--- src/rtl/rpm_setpoint_scheduler_pkg.sv ---
// ============================================================================
// rpm_setpoint_scheduler_pkg : shared widths and FSM encodings for the
// setpoint scheduler and the UART command decoder.   Rev 1.0
// ============================================================================
`default_nettype none

package rpm_setpoint_scheduler_pkg;

   localparam int DEF_DATA_WIDTH = 16;
   localparam int DEF_CHN_WIDTH  = 3;
   localparam int DEF_NUM_CHN    = 4;

   localparam int STATE_W = 2;
   localparam logic [STATE_W-1:0] ST_IDLE = 2'd0;
   localparam logic [STATE_W-1:0] ST_STEP = 2'd1;
   localparam logic [STATE_W-1:0] ST_PUSH = 2'd2;

endpackage

`default_nettype wire

--- src/rtl/rpm_slew_step.sv ---
// ============================================================================
// rpm_slew_step : moves a signed setpoint toward its target by at most one
// step; difference taken one bit wider so full-scale swings cannot wrap. Rev 1.0
// ============================================================================
`default_nettype none

module rpm_slew_step
   import rpm_setpoint_scheduler_pkg::*;
#(
   parameter int DATA_WIDTH = DEF_DATA_WIDTH
) (
   input  logic [DATA_WIDTH-1:0] target_i,
   input  logic [DATA_WIDTH-1:0] current_i,
   input  logic [DATA_WIDTH-1:0] step_i,
   output logic [DATA_WIDTH-1:0] next_o
);

   logic signed [DATA_WIDTH:0] w_tgt_x;
   logic signed [DATA_WIDTH:0] w_cur_x;
   logic signed [DATA_WIDTH:0] w_step_x;
   logic signed [DATA_WIDTH:0] w_diff;

   assign w_tgt_x  = $signed({target_i[DATA_WIDTH-1], target_i});
   assign w_cur_x  = $signed({current_i[DATA_WIDTH-1], current_i});
   assign w_step_x = $signed({1'b0, step_i});
   assign w_diff   = w_tgt_x - w_cur_x;

   // The step can only be applied when the target lies beyond it, so the
   // truncated sum always stays in range.
   always_comb begin
      next_o = target_i;
      if (w_diff > w_step_x) begin
         next_o = current_i + step_i;
      end else if (w_diff < -w_step_x) begin
         next_o = current_i - step_i;
      end
   end

endmodule

`default_nettype wire

--- src/rtl/rpm_setpoint_scheduler.sv ---
// ============================================================================
// rpm_setpoint_scheduler : latches per-channel RPM targets, slews setpoints on
// a fixed tick and streams them to the PID bank over valid/ready.   Rev 1.0
// ============================================================================
`default_nettype none

module rpm_setpoint_scheduler
   import rpm_setpoint_scheduler_pkg::*;
#(
   parameter int DATA_WIDTH = DEF_DATA_WIDTH,
   parameter int NUM_CHN    = DEF_NUM_CHN,
   parameter int CHN_WIDTH  = DEF_CHN_WIDTH,
   parameter int TICK_DIV   = 50000,
   parameter int RAMP_STEP  = 50
) (
   input  logic                  clk,
   input  logic                  rstn,
   input  logic                  tr_valid_i,
   input  logic [CHN_WIDTH-1:0]  tr_chn_i,
   input  logic [DATA_WIDTH-1:0] tr_data_i,
   output logic                  sp_valid_o,
   output logic [CHN_WIDTH-1:0]  sp_chn_o,
   output logic [DATA_WIDTH-1:0] sp_data_o,
   input  logic                  sp_ready_i,
   output logic [NUM_CHN-1:0]    ramp_done_o,
   output logic                  chn_err_o,
   output logic                  overrun_o
);

   localparam int                    CNT_W    = $clog2(TICK_DIV);
   localparam logic [CNT_W-1:0]      CNT_LAST = CNT_W'(TICK_DIV - 1);
   localparam logic [DATA_WIDTH-1:0] STEP_C   = DATA_WIDTH'(RAMP_STEP);
   localparam logic [CHN_WIDTH-1:0]  IDX_LAST = CHN_WIDTH'(NUM_CHN - 1);

   logic [CNT_W-1:0]      cnt_q;
   logic                  w_tick;

   logic [STATE_W-1:0]    state_q;
   logic [STATE_W-1:0]    state_d;
   logic [CHN_WIDTH-1:0]  idx_q;
   logic [CHN_WIDTH-1:0]  idx_d;
   logic                  pending_q;
   logic                  pending_d;
   logic                  overrun_q;
   logic                  overrun_d;

   logic [DATA_WIDTH-1:0] tgt_q [NUM_CHN];
   logic [DATA_WIDTH-1:0] sp_q  [NUM_CHN];
   logic [CHN_WIDTH-1:0]  sp_chn_q;
   logic [DATA_WIDTH-1:0] sp_data_q;
   logic                  chn_err_q;

   logic [DATA_WIDTH-1:0] w_tgt_sel;
   logic [DATA_WIDTH-1:0] w_sp_sel;
   logic [DATA_WIDTH-1:0] w_sp_next;
   logic                  w_chn_bad;

   assign w_tick    = (cnt_q == CNT_LAST);
   assign w_chn_bad = (32'(tr_chn_i) >= NUM_CHN);

   always_ff @(posedge clk or negedge rstn) begin
      if (!rstn) begin
         cnt_q <= '0;
      end else if (w_tick) begin
         cnt_q <= '0;
      end else begin
         cnt_q <= cnt_q + CNT_W'(1);
      end
   end

   always_ff @(posedge clk or negedge rstn) begin
      if (!rstn) begin
         state_q   <= ST_IDLE;
         idx_q     <= '0;
         pending_q <= 1'b0;
         overrun_q <= 1'b0;
      end else begin
         state_q   <= state_d;
         idx_q     <= idx_d;
         pending_q <= pending_d;
         overrun_q <= overrun_d;
      end
   end

   always_comb begin
      state_d   = state_q;
      idx_d     = idx_q;
      pending_d = pending_q;
      overrun_d = overrun_q;
      case (state_q)
         ST_IDLE: begin
            if (w_tick || pending_q) begin
               pending_d = 1'b0;
               idx_d     = '0;
               state_d   = ST_STEP;
            end
         end
         ST_STEP: begin
            state_d = ST_PUSH;
         end
         ST_PUSH: begin
            if (sp_ready_i) begin
               if (idx_q == IDX_LAST) begin
                  state_d = ST_IDLE;
               end else begin
                  idx_d   = idx_q + CHN_WIDTH'(1);
                  state_d = ST_STEP;
               end
            end
         end
         default: begin
            state_d = ST_IDLE;
         end
      endcase
      // A tick that cannot start a sweep is remembered once and flagged.
      if (w_tick && (state_q != ST_IDLE)) begin
         pending_d = 1'b1;
         overrun_d = 1'b1;
      end
   end

   always_comb begin
      sp_valid_o = (state_q == ST_PUSH);
   end

   always_comb begin
      w_tgt_sel = '0;
      w_sp_sel  = '0;
      for (int n = 0; n < NUM_CHN; n++) begin
         if (idx_q == CHN_WIDTH'(n)) begin
            w_tgt_sel = tgt_q[n];
            w_sp_sel  = sp_q[n];
         end
      end
   end

   rpm_slew_step #(
      .DATA_WIDTH (DATA_WIDTH)
   ) u_slew (
      .target_i  (w_tgt_sel),
      .current_i (w_sp_sel),
      .step_i    (STEP_C),
      .next_o    (w_sp_next)
   );

   // STEP samples the registered target, so a write landing on the same
   // edge only takes effect from the following tick.
   always_ff @(posedge clk or negedge rstn) begin
      if (!rstn) begin
         for (int n = 0; n < NUM_CHN; n++) begin
            tgt_q[n] <= '0;
            sp_q[n]  <= '0;
         end
      end else begin
         for (int n = 0; n < NUM_CHN; n++) begin
            if (tr_valid_i && (tr_chn_i == CHN_WIDTH'(n))) begin
               tgt_q[n] <= tr_data_i;
            end
            if ((state_q == ST_STEP) && (idx_q == CHN_WIDTH'(n))) begin
               sp_q[n] <= w_sp_next;
            end
         end
      end
   end

   always_ff @(posedge clk or negedge rstn) begin
      if (!rstn) begin
         sp_chn_q  <= '0;
         sp_data_q <= '0;
         chn_err_q <= 1'b0;
      end else begin
         chn_err_q <= tr_valid_i && w_chn_bad;
         if (state_q == ST_STEP) begin
            sp_chn_q  <= idx_q;
            sp_data_q <= w_sp_next;
         end
      end
   end

   assign sp_chn_o  = sp_chn_q;
   assign sp_data_o = sp_data_q;
   assign chn_err_o = chn_err_q;
   assign overrun_o = overrun_q;

   generate
      for (genvar g = 0; g < NUM_CHN; g++) begin : g_done
         assign ramp_done_o[g] = (sp_q[g] == tgt_q[g]);
      end
   endgenerate

endmodule

`default_nettype wire

--- config.mk ---
export PLATFORM = sky130hd
export DESIGN_NAME = rpm_setpoint_scheduler
export DESIGN_NICKNAME = d
export VERILOG_FILES = /design/src/rtl/rpm_setpoint_scheduler_pkg.sv /design/src/rtl/rpm_slew_step.sv /design/src/rtl/rpm_setpoint_scheduler.sv
export SDC_FILE = /design/constraint.sdc
export NUM_CORES = 1
export LEC_CHECK = 0
export ABC_AREA = 0
export ABC_CLOCK_PERIOD_IN_PS = 5900
export BUFFER_PORTS_ARGS = -buffer_cell sky130_fd_sc_hd__clkbuf_2
export CORE_UTILIZATION = 58
export CTS_BUF_LIST = sky130_fd_sc_hd__clkbuf_4 sky130_fd_sc_hd__clkbuf_8
export DETAILED_ROUTE_END_ITERATION = 10
export GPL_TIMING_DRIVEN = 0
export PLACE_DENSITY = 0.82
export SLEW_MARGIN = 20
export SYNTH_ARGS = -nofsm -noshare
export SYNTH_HDL_FRONTEND = slang
export SYNTH_SLANG_ARGS = --single-unit
--- constraint.sdc ---
create_clock -name clk -period 5.9 [get_ports clk]
set_input_delay 0 -clock clk [delete_from_list [all_inputs] [get_ports clk]]
set_output_delay 0 -clock clk [all_outputs]
set_load 0.02 [all_outputs]
==> metrics, run 1 <==
Peak supply drop=~0.18 mV; GR Overflow Total=0; floorplan die area=about 18000 µm²; Power, Total=~0.0024 W; dpl hpwl=roughly 23 mm; Clock Skew=0.0239 ns; die outline height=roughly 130 µm; Synth Cell Area=between 10000 and 15000 µm²; most common cell after layout, fill and taps aside=sky130_fd_sc_hd__dfrtp_1; post-synth top area cell=sky130_fd_sc_hd__dfrtp_1; Routability Congestion=1.01; startpoint-to-endpoint class of the critical path=flop to flop; via count=just over 9000; layout cells sized above 1=0.226; Tightest Hold Check Type=primary input to asynchronous set/reset pin; power density cells=about 200 nW/µm²; total clock sinks=approximately 170; placed instance count=1339; cells taking the most area after synthesis=sky130_fd_sc_hd__dfrtp_1 42%, sky130_fd_sc_hd__mux2_2 7.2%, sky130_fd_sc_hd__xnor2_1 6.8%; Final Instance Count excl. Fillers=1409; number of antenna violations at the first check in global routing=0; syn_area_per_cell=9.55 µm²; H-tree lvl count=4; Final Setup Violations=0; FP Rows=48; number of global-route vias before repair=8884; clock tree from TritonCTS=built; Slew @ Worst Pin=around 1.2 ns; antenna fix cells=0; outcome=finished clean; global-route wire length before repair=just under 50 mm; Boundary Pins=49; Worst Path Max Fanout=10; final-report hold violation count=0; r2r startpoint=idx_q[0]; number of pins exceeding their max-slew limit in the final report=0; Port-buffer cells=48; RSZ-0062 raised after global routing=yes; clock transition time at the flip-flop clock pins of the worst setup and hold paths=~0.1 ns; Via-to-Cell Ratio=between 6 and 7; cell at the root of the clock tree=sky130_fd_sc_hd__clkbuf_8; NumNets Final=about 1200; Total Routing Usage GR=0.363; cells on worst reg2reg path=26; reg-to-reg endpoint=sp_q[22]; Net Count, Synth=between 1000 and 1500; Setup TNS=0 ns; core box area=17200 µm²; register-to-register setup slack=around 0.05 ns; static power due to leakage=just over 5 nW; final critical delay including setup and external delays=between 5 and 6 ns; DRT Pass-1 Iters=6; Area growth syn-to-layout=17.0%; Worst Path Required=6.23 ns; Max-Slew Margin vs Limit=0.159; initial detailed-routing violation count=roughly 1300; startpoint class of the critical path=flop; Synth Flop Type=sky130_fd_sc_hd__dfrtp_1; WL final=approximately 32 mm; Syn Inst Count=around 1100; Synthesis Warnings=0; Place WS=-1.93 ns; Num CTS Buffers=17; initial cell density of the core=0.592; endpoint class of the critical path=flop; detail-routed net length per standard cell=between 20 and 25 µm; number of register bits inferred by synthesis=between 150 and 200; Post-DRT Antenna Nets=0; smallest hold slack=about 0.13 ns; post-synth cell types=80; post-layout worst setup margin=0.0499 ns; Seq/Total Area, Yosys=0.421; die outline width=between 100 and 150 µm; maxcap violations=0; FMAX=approximately 170 MHz; maximum number of pins on one net before global-route repair=between 90 and 100; Post-synth EDFFs=0; top-area cell type share of the netlist area=0.421; Async S/R FF share, synth=1.00; clock network latency to the later pin of the worst-skew pair=~0.47 ns; commonest cells after routing, fill and taps aside=170 x sky130_fd_sc_hd__dfrtp_1, 114 x sky130_fd_sc_hd__nand2_1, 81 x sky130_fd_sc_hd__nor2_1, 79 x sky130_fd_sc_hd__xnor2_1, 65 x sky130_fd_sc_hd__mux2_2; final worst path period share=0.992; Critical Path AT=roughly 6.2 ns; total DRC errors in the routed layout=0; CTS max path bufs=2
-- through the flow --
stage | instance area, µm² | utilization
3_5_place_dp | 10700 | 0.625
5_1_grt | 11900 | 0.693
2_1_floorplan | 10200 | -
6_report | 11900 | 0.693
4_1_cts | 11600 | 0.675
3_3_place_gp | 10700 | 0.622
-- Yosys cell counts (all sizes together) (4+ instances only) --
| cell type | count |
|---|---|
| a211oi | 10 |
| a21o | 8 |
| a21oi | 57 |
| a221o | 15 |
| a221oi | 14 |
| a22oi | 5 |
| a31oi | 4 |
| a32oi | 4 |
| and2 | 7 |
| and3 | 8 |
| buf | 14 |
| clkbuf | 37 |
| dfrtp | 171 |
| ha | 24 |
| inv | 30 |
| mux2 | 65 |
| mux2i | 4 |
| nand2 | 114 |
| nand2b | 17 |
| nand3 | 10 |
| nand3b | 5 |
| nand4 | 25 |
| nor2 | 83 |
| nor2b | 12 |
| nor3 | 19 |
| nor4 | 7 |
| o211a | 6 |
| o211ai | 19 |
| o21ai | 92 |
| o221a | 4 |
| o31ai | 23 |
| or2 | 5 |
| or3 | 7 |
| xnor2 | 79 |
| xor2 | 8 |
-- layer usage --
layer,GRT usage,share of wire,up-vias
met5,0,0,-
li1,-,-,4104
met1,0.476,0.39,4501
met3,0.102,0.11,142
met2,0.552,0.45,576
met4,0.179,0.048,0
-- state kept, by name, summed over array words and instances (netlist names) --
signal / cells
sp_chn_o: 3
state_q: 2
cnt_q: 16
chn_err_o: 1
idx_q: 3
sp_q: 64
tgt_q: 64
pending_q: 1
sp_data_o: 16
overrun_o: 1
-- what timing repair did --
action / in CTS / in global routing
endpoints found under the setup margin: 80 / 80
setup buffers: 7 / 14
pin swaps: 8 / 17
gates cloned: 0 / 0
hold buffers: 22 / 0
gates resized for setup: 80 / 50
endpoints found under the hold margin: 143 / 0
-- worst max path at each step --
| stage | startpoint | endpoint | slack, ns |
|---|---|---|---|
| 6_report | idx_q[0] | sp_q[22] | 0.05 |
| 3_5_place_dp | idx_q[0] | sp_q[34] | -1.93 |
| 2_1_floorplan | idx_q[1] | sp_q[62] | 0.40 |
| 5_1_grt | idx_q[0] | sp_q[38] | -0.07 |
| 3_3_place_gp | idx_q[0] | sp_q[18] | -1.87 |
| 4_1_cts | idx_q[2] | sp_q[62] | 0.02 |
-- power by group --
group,total [W],internal (W),switching (W)
Combinational,0.000269,0.000157,0.000112
Clock,0.000762,0.000316,0.000446
Sequential,0.00139,0.00127,0.000121
Total,0.00242,0.00174,0.000679
-- layout make-up --
class	instances	area, µm²
inverter	31	116
multi-input combinational	811	5910
timing repair buffer	93	663
clock buffer	19	262
fill	1320	5280
buffer	48	294
tap	225	282
clock inverter	11	87.6
sequential	171	4280
-- logic make-up (layout without fill, tap and decap cells) --
| logic type | Yosys count | after routing | synth area share |
|---|---|---|---|
| DFF | 171 | 171 | 0.421 |
| adders and majority gates | 25 | 25 | 0.0315 |
| AOI/OAI and AO/OA | 300 | 300 | 0.208 |
| xor gates and xnor gates | 87 | 87 | 0.0750 |
| and+or+nand+nor | 330 | 330 | 0.155 |
| buffers and inverters | 82 | 202 | 0.0330 |
| muxes | 69 | 69 | 0.0759 |
-- critical path, cell delays in order (launching register included) --
cell and delay (ns):
sky130_fd_sc_hd__dfrtp_1 0.44, sky130_fd_sc_hd__inv_2 0.10, sky130_fd_sc_hd__ha_4 0.20, sky130_fd_sc_hd__clkbuf_4 0.20
sky130_fd_sc_hd__nor3b_2 0.18, sky130_fd_sc_hd__clkbuf_4 0.21, sky130_fd_sc_hd__buf_4 0.21, sky130_fd_sc_hd__a221oi_2 0.30
sky130_fd_sc_hd__nor3_1 0.10, sky130_fd_sc_hd__a21oi_2 0.20, sky130_fd_sc_hd__ha_2 0.24, sky130_fd_sc_hd__inv_1 0.06
sky130_fd_sc_hd__fa_1 0.40, sky130_fd_sc_hd__a21o_1 0.22, sky130_fd_sc_hd__a221oi_4 0.41, sky130_fd_sc_hd__buf_4 0.18
sky130_fd_sc_hd__nor2_1 0.04, sky130_fd_sc_hd__nor3_2 0.19, sky130_fd_sc_hd__o2111ai_2 0.18, sky130_fd_sc_hd__buf_4 0.19
sky130_fd_sc_hd__nor4_4 0.40, sky130_fd_sc_hd__a21oi_2 0.12, sky130_fd_sc_hd__buf_4 0.17, sky130_fd_sc_hd__a221o_1 0.37
sky130_fd_sc_hd__a22oi_2 0.14, sky130_fd_sc_hd__buf_6 0.16, sky130_fd_sc_hd__a21oi_1 0.08
No activity file was read; power rests on OpenSTA's default activity.
==> inputs of run 2 (changes only) <==
CORE_MARGIN = 3   (was default)
==> run 2 against run 1 <==
Critical path depth down 4. Routed wire length up 3.6%. Fmax up 0.51%. Global-route usage down 2.2 points. Largest power group unchanged.
==> metrics, run 2 (synthesis gave the netlist of run 1 again) <==
Port-buffer cells=48 (unchanged); clock tree from TritonCTS=built (unchanged); relative contribution of the clock network to total power=0.331 (was 0.315); die outline height=138 µm (was 134 µm); Num CTS Buffers=17 (unchanged); Critical Path AT=6.16 ns (was 6.18 ns); reg-to-reg endpoint=sp_q[10] (was sp_q[22]); switching part of the total=0.298 (was 0.281); final-report hold violation count=0 (unchanged); Boundary Pins=49 (unchanged); critical path buffer and inverter count=8 (was 9); detail-routed net length per standard cell=23.4 µm (was 22.7 µm); NumNets Final=1227 (was 1221); r2r startpoint=idx_q[2] (was idx_q[0]); cell at the root of the clock tree=sky130_fd_sc_hd__clkbuf_8 (unchanged); slowest stage cell, crit path=sky130_fd_sc_hd__dfrtp_2 (was sky130_fd_sc_hd__dfrtp_1); leading registers by flop count=sp_q: 64 flops, tgt_q: 64 flops (unchanged); FP Rows=47 (was 48); cell area after layout=12000 µm² (was 11900 µm²); Area growth syn-to-layout=17.8% (was 17.0%); Final Setup Violations=0 (unchanged); most common cell after layout, fill and taps aside=sky130_fd_sc_hd__dfrtp_1 (unchanged); maximum number of pins on one net before global-route repair=64 (was 97); P_sw=0.000738 W (was 0.000679 W); sequential cell area=4280 µm² (unchanged); Clock Skew=0.0141 ns (was 0.0239 ns); power density cells=207 nW/µm² (was 203 nW/µm²); Worst Path Max Fanout=10 (unchanged); Total Routing Usage GR=0.341 (was 0.363); number of global-route vias before repair=8857 (was 8884); final critical delay including setup and external delays=5.82 ns (was 5.85 ns); WL final=33.1 mm (was 32.0 mm); maxcap violations=0 (unchanged); number of pins exceeding their max-slew limit in the final report=0 (unchanged); clock network latency to the later pin of the worst-skew pair=0.48 ns (was 0.47 ns); total clock sinks=171 (unchanged); Place WS=-1.86 ns (was -1.93 ns); Post-DRT Antenna Nets=0 (unchanged); startpoint-to-endpoint class of the critical path=flop to flop (unchanged); Tightest Hold Check Type=primary input to asynchronous set/reset pin (unchanged); combined area of the multi-input logic cells=5880 µm² (was 5910 µm²); via count=9425 (was 9323); number of antenna violations at the first check in global routing=0 (unchanged); sequential cell fraction of total power=0.559 (was 0.574); longest individual stage delay on the worst path=0.46 ns (was 0.44 ns); design internal power=0.00174 W (about the same); H-tree lvl count=4 (unchanged); startpoint class of the critical path=flop (unchanged); initial cell density of the core=0.602 (was 0.592); FMAX=172 MHz (was 171 MHz); core box area=16900 µm² (was 17200 µm²); global-route wire length before repair=51.2 mm (was 49.2 mm); die outline width=138 µm (was 134 µm); Setup TNS=0 ns (unchanged); cells on worst reg2reg path=22 (was 26); endpoint class of the critical path=flop (unchanged); Routability Congestion=1.00 (was 1.01); GR Overflow Total=0 (unchanged); Comb power frac=0.110 (was 0.111); initial detailed-routing violation count=1215 (was 1321); static power due to leakage=5.07 nW (was 5.03 nW); final worst path period share=0.986 (was 0.992); Via-to-Cell Ratio=6.67 (was 6.62); Worst Path Required=6.24 ns (was 6.23 ns); Critical Path Most Common Cell=sky130_fd_sc_hd__clkbuf_4 (was sky130_fd_sc_hd__buf_4); placed instance area=10800 µm² (was 10700 µm²); cell family contributing the most delay on the critical path=compound AO/OA/AOI/OAI gates (unchanged); fill cell total of the finished layout=1249 (was 1320); CP Cell Sequence=clkbuf_4, inv_2, ha_2, clkbuf_8, clkbuf_8, clkbuf_4, clkbuf_4, nand2_1, o21ai_1, ha_1, a211oi_1, o311ai_2, o21bai_2, a31oi_1, xor2_1, nand4_1, buf_4, o31a_1, buf_2, a221oi_2, o2bb2a_4, a21oi_1; layout cells sized above 1=0.229 (was 0.226); commonest cells after routing, fill and taps aside=170 x sky130_fd_sc_hd__dfrtp_1, 114 x sky130_fd_sc_hd__nand2_1, 82 x sky130_fd_sc_hd__nor2_1, 79 x sky130_fd_sc_hd__xnor2_1, 65 x sky130_fd_sc_hd__mux2_2 (was 170 x sky130_fd_sc_hd__dfrtp_1, 114 x sky130_fd_sc_hd__nand2_1, 81 x sky130_fd_sc_hd__nor2_1, 79 x sky130_fd_sc_hd__xnor2_1, 65 x sky130_fd_sc_hd__mux2_2); DRT Pass-1 Iters=6 (unchanged); post-layout worst setup margin=0.0799 ns (was 0.0499 ns); clock transition time at the flip-flop clock pins of the worst setup and hold paths=0.10 ns (about the same); dpl hpwl=24.2 mm (was 23.3 mm); Peak supply drop=0.270 mV (was 0.182 mV); floorplan die area=19200 µm² (was 18100 µm²); total DRC errors in the routed layout=0 (unchanged); smallest hold slack=0.0461 ns (was 0.130 ns); register-to-register setup slack=0.08 ns (was 0.05 ns); outcome=finished clean (unchanged); Max-Slew Margin vs Limit=0.215 (was 0.159); CTS max path bufs=2 (unchanged); Slew @ Worst Pin=1.16 ns (was 1.25 ns)
run 2: changes by cell type in the layout (fill, tap and decap cells not counted), sizes merged:
cell         delta
buf             +5
clkbuf          -2
clkinvlp        +3
clkinv          -1
inv             +2
dlygate4sd3     +1
diode           +1
run 2: cell type report:
cell class / count / share of cell area
Clock inverter: 15 / 0.0128
Tap cell: 220 / 0.0230
Inverter: 31 / 0.00972
Clock buffer: 17 / 0.0195
Buffer: 47 / 0.0248
Multi-Input combinational cell: 811 / 0.491
Sequential cell: 171 / 0.357
Timing Repair Buffer: 100 / 0.0614
Antenna cell: 1 / 0.000209
run 2: worst register-to-register path, cell delays in order, from the launching register on:
cell	delay [ns]
sky130_fd_sc_hd__dfrtp_2	0.46
sky130_fd_sc_hd__clkbuf_4	0.24
sky130_fd_sc_hd__inv_2	0.12
sky130_fd_sc_hd__ha_2	0.23
sky130_fd_sc_hd__clkbuf_8	0.20
sky130_fd_sc_hd__clkbuf_8	0.20
sky130_fd_sc_hd__clkbuf_4	0.24
sky130_fd_sc_hd__clkbuf_4	0.29
sky130_fd_sc_hd__nand2_1	0.07
sky130_fd_sc_hd__o21ai_1	0.29
sky130_fd_sc_hd__ha_1	0.43
sky130_fd_sc_hd__a211oi_1	0.40
sky130_fd_sc_hd__o311ai_2	0.19
sky130_fd_sc_hd__o21bai_2	0.26
sky130_fd_sc_hd__a31oi_1	0.22
sky130_fd_sc_hd__xor2_1	0.28
sky130_fd_sc_hd__nand4_1	0.16
sky130_fd_sc_hd__buf_4	0.20
sky130_fd_sc_hd__o31a_1	0.33
sky130_fd_sc_hd__buf_2	0.23
sky130_fd_sc_hd__a221oi_2	0.30
sky130_fd_sc_hd__o2bb2a_4	0.24
sky130_fd_sc_hd__a21oi_1	0.09
run 2: per-stage QoR:
| stage | total power, W | cells | utilization |
|---|---|---|---|
| 2_1_floorplan | 0.00154 | 1064 | - |
| 3_3_place_gp | 0.00164 | 1332 | 0.633 |
| 3_5_place_dp | 0.00166 | 1335 | 0.637 |
| 4_1_cts | 0.00247 | 1398 | 0.691 |
| 5_1_grt | 0.00256 | 1412 | 0.709 |
| 6_report | 0.00248 | 1413 | 0.710 |
run 2: layer usage:
| layer | wire length [µm] | GRT usage | share of wire |
|---|---|---|---|
| met1 | 13400 | 0.478 | 0.40 |
| met2 | 14900 | 0.520 | 0.45 |
| met3 | 3430 | 0.0749 | 0.10 |
| met4 | 1400 | 0.136 | 0.042 |
| met5 | 0 | 0 | 0 |
run 2: worst max-delay path by stage:
stage / start / endpoint / slack [ns] / cells past startpoint
final: idx_q[2] / sp_q[10] / 0.08 / 22
after CTS: idx_q[0] / sp_data_o[3] / 0.01 / 23
after global placement: idx_q[2] / sp_q[50] / -1.91 / 22
after detailed placement: idx_q[1] / sp_q[34] / -1.86 / 22
after global routing: idx_q[1] / sp_q[55] / -0.03 / 25
after floorplan: idx_q[1] / sp_q[62] / 0.40 / 23
run 2: power groups by stage:
| stage | sequential [W] | combinational (W) | clock (W) |
|---|---|---|---|
| final | 0.00139 | 0.000273 | 0.000820 |
| after global routing | 0.00139 | 0.000296 | 0.000872 |
| after CTS | 0.00138 | 0.000270 | 0.000821 |
| after detailed placement | 0.00140 | 0.000256 | 0 |
| after global placement | 0.00140 | 0.000240 | 0 |
| after floorplan | 0.00136 | 0.000180 | 0 |
run 2: what timing repair did:
action / CTS / global route
gates resized for setup: 72 / 60
pin swaps: 6 / 12
setup buffers: 10 / 15
endpoints found under the hold margin: 239 / 0
endpoints found under the setup margin: 80 / 80
hold buffers: 23 / 0
